`config.mk`:
```
export PLATFORM = sky130hd
export DESIGN_NAME = seq_detect_mealy
export DESIGN_NICKNAME = d
export VERILOG_FILES = /design/src/rtl/seq_detect_pkg.sv /design/src/rtl/sat_counter.sv /design/src/rtl/seq_detect_mealy.sv
export SDC_FILE = /design/constraint.sdc
export NUM_CORES = 1
export LEC_CHECK = 0
export CAP_MARGIN = 25
export CORE_MARGIN = 2
export CORE_UTILIZATION = 25
export CTS_CLUSTER_DIAMETER = 60
export DETAILED_ROUTE_END_ITERATION = 6
export DONT_BUFFER_PORTS = 1
export GPL_TIMING_DRIVEN = 0
export SETUP_SLACK_MARGIN = 0.15
export SLEW_MARGIN = 20
export SYNTH_ARGS = -nofsm -noshare
export SYNTH_HDL_FRONTEND = slang
export SYNTH_SLANG_ARGS = --single-unit
```
`constraint.sdc`:
```
create_clock -name clk -period 4.45 [get_ports clk]
set_clock_uncertainty 0.15 [all_clocks]
set_input_delay 0.445 -clock clk [delete_from_list [all_inputs] [get_ports clk]]
set_output_delay 0.445 -clock clk [all_outputs]
set_load 0.005 [all_outputs]
```
`src/rtl/seq_detect_pkg.sv`:
```
// rtl/seq_detect_pkg.sv - shared defaults, step encoding and width helper for seq_detect_mealy
//
// Purpose : defaults for the serial pattern detector, the per-cycle step
//           classification used by the top, and the fill-counter width helper.
// Contents: PAT_W_DEF, CNT_W_DEF, PAT_RST_DEF, step_e, fill_w().
package seq_detect_pkg;

    localparam int         PAT_W_DEF   = 5;
    localparam int         CNT_W_DEF   = 8;
    localparam logic [4:0] PAT_RST_DEF = 5'b10111;

    // What the history/fill registers do on the coming edge.
    typedef enum logic [1:0] {
        STEP_HOLD  = 2'd0,  // no accepted bit, no load
        STEP_SHIFT = 2'd1,  // accepted bit, keep progress
        STEP_CLEAR = 2'd2,  // accepted bit completed a non-overlapping match
        STEP_LOAD  = 2'd3   // new pattern, progress discarded
    } step_e;

    // Fill counts 0..pat_w-1, so clog2(pat_w) bits suffice; never below one bit.
    function automatic int fill_w(input int pat_w);
        return (pat_w < 2) ? 1 : $clog2(pat_w);
    endfunction

endpackage

```
`src/rtl/sat_counter.sv`:
```
// rtl/sat_counter.sv - saturating up-counter with registered all-ones flag
//
// Purpose : counts enable pulses and sticks at all-ones instead of wrapping.
// Ports   : clk   - clock, rising edge
//           rst   - asynchronous active-low reset
//           en    - increment request for this edge
//           count - current count (CNT_W bits)
//           sat   - high exactly when count is all-ones
module sat_counter #(
    parameter int CNT_W = 8
) (
    input  logic             clk,
    input  logic             rst,
    input  logic             en,
    output logic [CNT_W-1:0] count,
    output logic             sat
);

    logic [CNT_W-1:0] count_inc;

    assign count_inc = count + CNT_W'(1);

    // sat is registered alongside count so it tracks count without a
    // combinational reduction on the output.
    always_ff @(posedge clk or negedge rst) begin
        if (!rst) begin
            count <= '0;
            sat   <= 1'b0;
        end else if (en && !sat) begin
            count <= count_inc;
            sat   <= &count_inc;
        end
    end

endmodule

```
`src/rtl/seq_detect_mealy.sv`:
```
// rtl/seq_detect_mealy.sv - Mealy serial pattern detector with loadable pattern and match counter
//
// Purpose : watches a qualified serial bit stream for a PAT_W-bit pattern
//           (MSB received first), flagging a match in the same cycle as the
//           completing bit. Supports overlapping and non-overlapping modes.
// Ports   : clk       - clock, rising edge
//           rst       - asynchronous active-low reset
//           inp       - serial data bit
//           in_valid  - inp is consumed only when high
//           overlap   - 1: matches may overlap, 0: restart after each match
//           pat_load  - strobe: take pat_in as the new pattern, drop progress
//           pat_in    - new pattern value
//           outp      - combinational match flag for the current bit
//           hist      - accepted-bit history, newest bit in LSB
//           match_cnt - saturating match count
//           cnt_sat   - match_cnt is all-ones
module seq_detect_mealy
    import seq_detect_pkg::*;
#(
    parameter int               PAT_W   = PAT_W_DEF,
    parameter int               CNT_W   = CNT_W_DEF,
    parameter logic [PAT_W-1:0] PAT_RST = PAT_W'(PAT_RST_DEF)
) (
    input  logic             clk,
    input  logic             rst,
    input  logic             inp,
    input  logic             in_valid,
    input  logic             overlap,
    input  logic             pat_load,
    input  logic [PAT_W-1:0] pat_in,
    output logic             outp,
    output logic [PAT_W-1:0] hist,
    output logic [CNT_W-1:0] match_cnt,
    output logic             cnt_sat
);

    localparam int               FILL_W   = fill_w(PAT_W);
    localparam logic [FILL_W-1:0] FILL_MAX = FILL_W'(PAT_W - 1);

    logic [PAT_W-1:0]  pattern_q;
    logic [PAT_W-1:0]  hist_q;
    logic [FILL_W-1:0] fill_q;
    logic [PAT_W-1:0]  next_hist;
    logic              accept;
    logic              full;
    logic              match_hit;
    step_e             step;

    // A load takes priority over data: the bit presented alongside it is dropped.
    assign accept    = in_valid & ~pat_load;
    assign next_hist = {hist_q[PAT_W-2:0], inp};
    // full means PAT_W-1 bits are already held, so this bit can complete a match.
    assign full      = (fill_q == FILL_MAX);
    assign match_hit = accept & full & (next_hist == pattern_q);

    // Gating with rst keeps outp low for the whole reset window, independent
    // of how the cleared registers happen to compare.
    assign outp = rst & match_hit;
    assign hist = hist_q;

    always_comb begin
        step = STEP_HOLD;
        if (pat_load) begin
            step = STEP_LOAD;
        end else if (in_valid) begin
            if (match_hit && !overlap) begin
                step = STEP_CLEAR;
            end else begin
                step = STEP_SHIFT;
            end
        end
    end

    always_ff @(posedge clk or negedge rst) begin
        if (!rst) begin
            pattern_q <= PAT_RST;
        end else if (step == STEP_LOAD) begin
            pattern_q <= pat_in;
        end
    end

    // In overlap mode fill stays pinned at FILL_MAX after a match, so the
    // very next bit is judged against the shifted history.
    always_ff @(posedge clk or negedge rst) begin
        if (!rst) begin
            hist_q <= '0;
            fill_q <= '0;
        end else begin
            case (step)
                STEP_LOAD, STEP_CLEAR: begin
                    hist_q <= '0;
                    fill_q <= '0;
                end
                STEP_SHIFT: begin
                    hist_q <= next_hist;
                    if (!full) begin
                        fill_q <= fill_q + FILL_W'(1);
                    end
                end
                default: begin
                end
            endcase
        end
    end

    sat_counter #(
        .CNT_W (CNT_W)
    ) u_match_cnt (
        .clk   (clk),
        .rst   (rst),
        .en    (outp),
        .count (match_cnt),
        .sat   (cnt_sat)
    );

endmodule

```
==> results of run 1 <==
## worst reg2reg max path: cells and delay by family, from the launching register on
family	cells	cell delay, ns
AOI/OAI and AO/OA	2	0.27
adders and majority gates	1	0.15
buffers and inverters	3	0.37
DFF	1	0.41
and+or+nand+nor	2	0.63
## layout make-up
cell class	instances	area (um^2)
Tap cell	54	67.6
Timing Repair Buffer	1	5.00
Clock buffer	4	45.0
Sequential cell	22	556
Inverter	5	18.8
Multi-Input combinational cell	76	598
Buffer	7	41.3
Fill cell	480	3360
## power by group through the flow
stage          logic [W]  registers, W  clock network, W
4_1_cts        0.0000345      0.000216          0.000134
5_1_grt        0.0000380      0.000217          0.000142
3_3_place_gp   0.0000282      0.000219                 0
3_5_place_dp   0.0000296      0.000219                 0
6_report       0.0000332      0.000216          0.000125
2_1_floorplan  0.0000247      0.000218                 0
## per-layer routing
| layer | routed length, um | track usage (%) | share of wire [%] |
|---|---|---|---|
| met1 | 1010 | 11.8 | 39 |
| met2 | 1310 | 17.3 | 51 |
| met3 | 256 | 5.35 | 9.9 |
| met4 | 4 | 2.22 | 0.15 |
| met5 | 0 | 0 | 0 |
## worst paths after layout
path | startpoint | endpoint | slack (ns)
worst max-delay path | fill_q[0]$_DFFE_PN0P_ | outp | 1.90
worst min-delay path | rst | u_match_cnt.count[0]$_DFFE_PN0P_ | -0.01
worst max register to register | fill_q[0]$_DFFE_PN0P_ | hist[2]$_DFFE_PN0P_ | 2.33
worst min register to register | u_match_cnt.count[7]$_DFFE_PN0P_ | u_match_cnt.count[7]$_DFFE_PN0P_ | 0.37
max in group asynchronous | rst | pattern_q[2]$_DFFE_PN1N_ | 3.80
min in group clk | pat_in[3] | pattern_q[3]$_DFFE_PN0N_ | 0.19
## logic make-up (layout without fill, tap and decap cells)
family                   after synthesis  after routing  share of synthesized area (%)
XOR/XNOR                              14             14                           10.1
AND/OR/NAND/NOR                       31             31                           18.6
multiplexers                           5              5                           4.64
adder cells (fa/ha/maj)                4              4                           4.12
AO/OA/AOI/OAI                         22             22                           11.9
buffers and inverters                 12             17                           4.95
flip-flops                            22             22                           45.8
## synth_stat cells (all sizes together) (2+ instances only)
cell type  count  share of area (%)
o211ai         5                3.1
nor2           2               0.62
nand3b         3                1.9
nand4          2                1.0
dfstp          4                8.7
dfrtp         18                 37
xnor2          3                2.2
nor3           4                2.9
nor4           3                3.1
clkbuf         5                1.5
inv            5                1.5
nand2          5                1.5
buf            2                1.9
nand3          5                2.1
a21oi          7                2.9
mux2           5                4.6
a311oi         2                1.4
o21ai          2               0.82
nand2b         5                2.6
xor2          11                7.9
ha             4                4.1
## flip-flops by register name, indices dropped and copies added (netlist names)
| name | flops |
|---|---|
| pattern_q | 5 |
| hist | 5 |
| u_match_cnt.count | 8 |
| u_match_cnt.sat | 1 |
| fill_q | 3 |
## stage by stage
step                setup WS (ns)  cell area [um^2]
detailed placement           2.18              1280
global placement             2.22              1280
CTS                          1.88              1340
floorplan                    2.35              1210
finish                       1.90              1330
global route                 1.80              1330
==> key figures, run 1 <==
Detailed routing
  • Starting DRC count in detailed routing: 38
  • Antenna Violating Nets Remaining: 0
  • Average wire per cell in the routed design: 15.3 um
  • Via count: 841
  • Mean number of vias per cell: 4.98
  • DRC: 0
  • Total Wirelength: 2.58 mm
  • Number of iterations in the first detailed-routing pass: 4

Setup path
  • Worst setup SP type: register
  • Kind of end point of the critical path: output pin
  • Largest fanout on the critical path: 8
  • Worst stage delay on the critical path: 0.50 ns
  • Logic depth of the worst path, buffers included: 6
  • Standard cell with the maximum stage delay on the critical path: or4_4
  • Critical path class: register to output pin
  • Worst endpoint data arrival time: 1.95 ns
  • Required time of the worst setup path: 3.86 ns
  • Reg2reg path depth: 8
  • Crit path max-delay family: simple AND/OR/NAND/NOR gates
  • Cell-by-cell trace of the critical path: inv_1, ha_1, nand2_1, or4_4, buf_6, nor3_2
  • Number of buffer and inverter instances along the worst setup path: 2

Layout
  • Top library cells by usage in the layout, fill and taps aside: dfrtp_1, xor2_1, a21oi_1
  • Layout Area Growth over Synthesis: 9.69%
  • Fraction of final layout cells with drive strength greater than 1: 20.0%
  • Final core area utilization: 28.4%
  • Number of nets in the final layout: 131
  • Final cell count without fillers: 169
  • Number of diodes: 0
  • Most frequent standard cell in the layout excluding fill and tap cells: dfrtp_1

Synth
  • Number of warnings printed during yosys synthesis: 0
  • Cells after synthesis: 110
  • Flip-flop and latch count after synthesis: 22
  • Async set or reset register ratio after synthesis: 100%
  • Netlist area before placement: 1210 um^2
  • Synth Net Count: 125
  • Count of cell types in the netlist: 30
  • Commonest register cell after synthesis: dfrtp_1
  • Mean instance size in the synthesized netlist: 11.0 um^2
  • Sequential-to-total area share from yosys stat: 45.8%
  • Number of enable-type register cells in the synthesized netlist: 0

Power and ir drop
  • Net Sw Frac: 23.3%
  • P_int: 0.000287 W
  • Leakage: 0.530 nW
  • Tot Pwr: 0.000374 W
  • Clock share of power: 33.5%
  • Sequential cell fraction of total power: 57.6%
  • P_sw: 0.0000870 W
  • Power per unit of standard cell area: 281 nW/um^2
  • Portion of total power attributed to combinational logic: 8.9%
  • Worst IR Drop VDD: 103 uV

Floorplan
  • Std-Cell Rows: 25
  • Die Footprint: 5430 um^2
  • Die X: 73.7 um
  • Chip Height: 73.7 um
  • Number of primary I/O pins: 26
  • Effective utilization at floorplan: 25.9%
  • Area of the core region: 4690 um^2

Placed design
  • Count of port buffers added during placement: 0
  • Post-Place Cells: 164
  • Final weighted congestion in routability-driven placement: 0.874
  • Dpl hpwl: 1.91 mm

Clock network
  • Sink Count: 22
  • Number of gates resized after CTS: 0
  • Hold buffer count at CTS: 1
  • Clock tree from TritonCTS: done
  • Clock latency of the later-clocked register in the worst-skew pair: 0.26 ns
  • CTS Buffer Depth: 2
  • Root buffer cell: clkbuf_8
  • H-tree lvl count: 1
  • Post-CTS Repair Setup Buffers: 0
  • Clock-pin slew on the worst setup and hold paths: 0.08 ns
  • TritonCTS Buffers: 3

STA
  • Final critical delay including setup and external delays: 2.55 ns
  • Setup repair after global routing missed its margin: false
  • Number of hold-slack violations in the final timing report: 18
  • Max-slew headroom: 67.4%
  • Worst hold margin: -0.0126 ns
  • TNS Setup: 0 ns
  • Timing-limited maximum frequency: 392 MHz
  • Setup violation total in the final timing report: 0
  • Max-slew violations: 0
  • Worst Max-Slew Pin Slew: 0.489 ns
  • Share of the clock period used by the worst path: 57.3%

GRT
  • Overflow left after global routing: 0
  • Total routing resource utilization after global routing: 10.3%
  • Via count of the first global-routing pass: 937
  • Number of antenna violations at the first check in global routing: 0
  • Wire length of the first global-routing pass: 4.34 mm
  • Pin count of the biggest net entering global routing: 23

Status
  • Run status: complete, but fails checks
  • Failing checks: hold timing

Hold path
  • Type of the worst min-delay path: primary input to asynchronous set/reset pin

Flow run
  • Max-cap violations: 0
(Power assumes the default switching activity.)
==> run 2, diff against run 1 <==
clock period = 2.1 ns   (was 4.45 ns; I/O delays follow)
==> key figures, run 2 (synthesis gave the netlist of run 1 again) <==
Placed design
  • Count of port buffers added during placement: 0
  • Dpl hpwl: 2.05 mm
  • Final weighted congestion in routability-driven placement: 0.885

Setup path
  • Kind of end point of the critical path: register
  • Largest fanout on the critical path: 8
  • Reg-to-Reg End: hist[2]$_DFFE_PN0P_
  • Required time of the worst setup path: 2.07 ns
  • Worst setup SP type: register
  • Critical R2R Launch: fill_q[0]$_DFFE_PN0P_
  • Worst endpoint data arrival time: 2.09 ns
  • Critical path class: register to register
  • Internal reg-to-reg setup slack: -0.01 ns
  • Reg2reg path depth: 8

Hold path
  • Worst Min Path Start: rst
  • Endpoint, Worst Hold: u_match_cnt.sat$_DFFE_PN0P_
  • Type of the worst min-delay path: primary input to register
  • Worst hold path stage count: 3

STA
  • Number of hold-slack violations in the final timing report: 0
  • Setup repair after global routing missed its margin: true
  • Max-slew violations: 0
  • Timing-limited maximum frequency: 473 MHz
  • Final critical delay including setup and external delays: 2.11 ns
  • Worst Max-Slew Pin Slew: 0.496 ns
  • Setup violation total in the final timing report: 2
  • Worst hold margin: 0.207 ns
  • Share of the clock period used by the worst path: 101%
  • Max-slew headroom: 66.9%
  • Worst Slack Setup Final: -0.0137 ns

Layout
  • Top library cells by usage in the layout, fill and taps aside: dfrtp_1, xor2_1, dlygate4sd3_1
  • Fraction of final layout cells with drive strength greater than 1: 34.6%
  • Final core area utilization: 34.9%
  • Largest register by flop count: u_match_cnt.count
  • Flip-flop count of the largest register, all copies and words added: 8
  • Layout Area Growth over Synthesis: 34.9%
  • Number of diodes: 0
  • Number of nets in the final layout: 149
  • Most frequent standard cell in the layout excluding fill and tap cells: dfrtp_1

Power and ir drop
  • Sequential cell fraction of total power: 54.4%
  • Worst IR Drop VDD: 220 uV
  • Portion of total power attributed to combinational logic: 13.4%
  • P_sw: 0.000203 W
  • Power per unit of standard cell area: 513 nW/um^2
  • Net Sw Frac: 24.2%
  • Leakage: 0.728 nW
  • Clock share of power: 32.2%
  • P_int: 0.000637 W

Floorplan
  • Chip Height: 73.7 um
  • Number of primary I/O pins: 26
  • Die X: 73.7 um
  • Area of the core region: 4690 um^2
  • Die Footprint: 5430 um^2
  • Std-Cell Rows: 25
  • Effective utilization at floorplan: 25.9%

Clock network
  • Clock-pin slew on the worst setup and hold paths: 0.08 ns
  • H-tree lvl count: 1
  • Root buffer cell: clkbuf_8
  • Clock latency of the later-clocked register in the worst-skew pair: 0.26 ns
  • Clock tree from TritonCTS: done
  • TritonCTS Buffers: 3
  • Sink Count: 22
  • CTS Buffer Depth: 2

Detailed routing
  • Average wire per cell in the routed design: 16.1 um
  • Total Wirelength: 3.01 mm
  • Mean number of vias per cell: 5.09
  • DRC: 0
  • Via count: 952
  • Starting DRC count in detailed routing: 29
  • Number of iterations in the first detailed-routing pass: 4
  • Antenna Violating Nets Remaining: 0

GRT
  • Via count of the first global-routing pass: 1052
  • Pin count of the biggest net entering global routing: 23
  • Overflow left after global routing: 0
  • Number of antenna violations at the first check in global routing: 0
  • Wire length of the first global-routing pass: 5.05 mm
  • Total routing resource utilization after global routing: 12.0%

Status
  • Run status: complete, but fails checks
  • Failing checks: setup timing

Flow run
  • Max-cap violations: 0
==> run 2: cell count changes in the layout (fill, tap and decap cells not counted), moves of 3 or more <==
cell           change
nor3_2             -3
buf_4              +7
nor3_4             +4
dlygate4sd3_1     +10
==> run 2: power by group through the flow <==
stage | logic [W] | registers [W] | clock network (W)
floorplan | 0.0000529 | 0.000461 | 0
global placement | 0.0000605 | 0.000464 | 0
detailed placement | 0.0000634 | 0.000465 | 0
CTS | 0.000104 | 0.000456 | 0.000277
global route | 0.000126 | 0.000459 | 0.000302
finish | 0.000113 | 0.000457 | 0.000270
==> run 2: area by class of cell <==
cell class / instances / area, um^2
Fill cell: 457 / 3050
Multi-Input combinational cell: 76 / 709
Sequential cell: 22 / 558
Timing Repair Buffer: 19 / 190
Tap cell: 54 / 67.6
Buffer: 7 / 48.8
Clock buffer: 4 / 45.0
Inverter: 5 / 18.8
==> run 2: critical path, cell delays in order (launching register included) <==
cell and delay [ns]:
dfrtp_1 0.40, inv_2 0.08, ha_4 0.15, nand2_4 0.05
or4_4 0.48, buf_8 0.16, bufbuf_16 0.27, o211ai_1 0.15
a21oi_1 0.09
==> run 2: worst max path at each step <==
stage,depth (start not counted),slack (ns),startpoint,end
6_report,8,-0.01,fill_q[0]$_DFFE_PN0P_,hist[2]$_DFFE_PN0P_
5_1_grt,6,-0.06,fill_q[0]$_DFFE_PN0P_,outp
4_1_cts,4,-0.003,hist[2]$_DFFE_PN0P_,outp
3_5_place_dp,8,-0.02,fill_q[0]$_DFFE_PN0P_,hist[1]$_DFFE_PN0P_
3_3_place_gp,8,0.06,fill_q[0]$_DFFE_PN0P_,hist[4]$_DFFE_PN0P_
2_1_floorplan,7,0.16,fill_q[0]$_DFFE_PN0P_,u_match_cnt.count[5]$_DFFE_PN0P_
==> run 2: what timing repair did <==
action	CTS	global route
gates cloned	1	0
hold buffers	10	1
pin swaps	13	10
endpoints found under the hold margin	28	18
resized for setup	16	8
setup endpoints to repair	17	17
setup buffers	4	3
==> run 2: stage by stage <==
step                cells  setup WS [ns]  instance area, um^2  setup TNS, ns  power (W)
global route          187        -0.0638                 1640         -0.177   0.000887
detailed placement    164        -0.0232                 1280        -0.0232   0.000528
CTS                   183       -0.00339                 1560       -0.00540   0.000838
global placement      164         0.0633                 1280              0   0.000524
floorplan             110          0.156                 1220              0   0.000514
finish                187        -0.0137                 1640        -0.0269   0.000841
==> run 2: metal layers <==
layer / GRT usage, % / vias to the layer above / share of wire (%)
met2: 22.0 / 31 / 56
met3: 3.98 / 4 / 6.1
met1: 12.8 / 478 / 36
met5: 0 / - / 0
met4: 4.24 / 0 / 0.96
li1: - / 439 / -
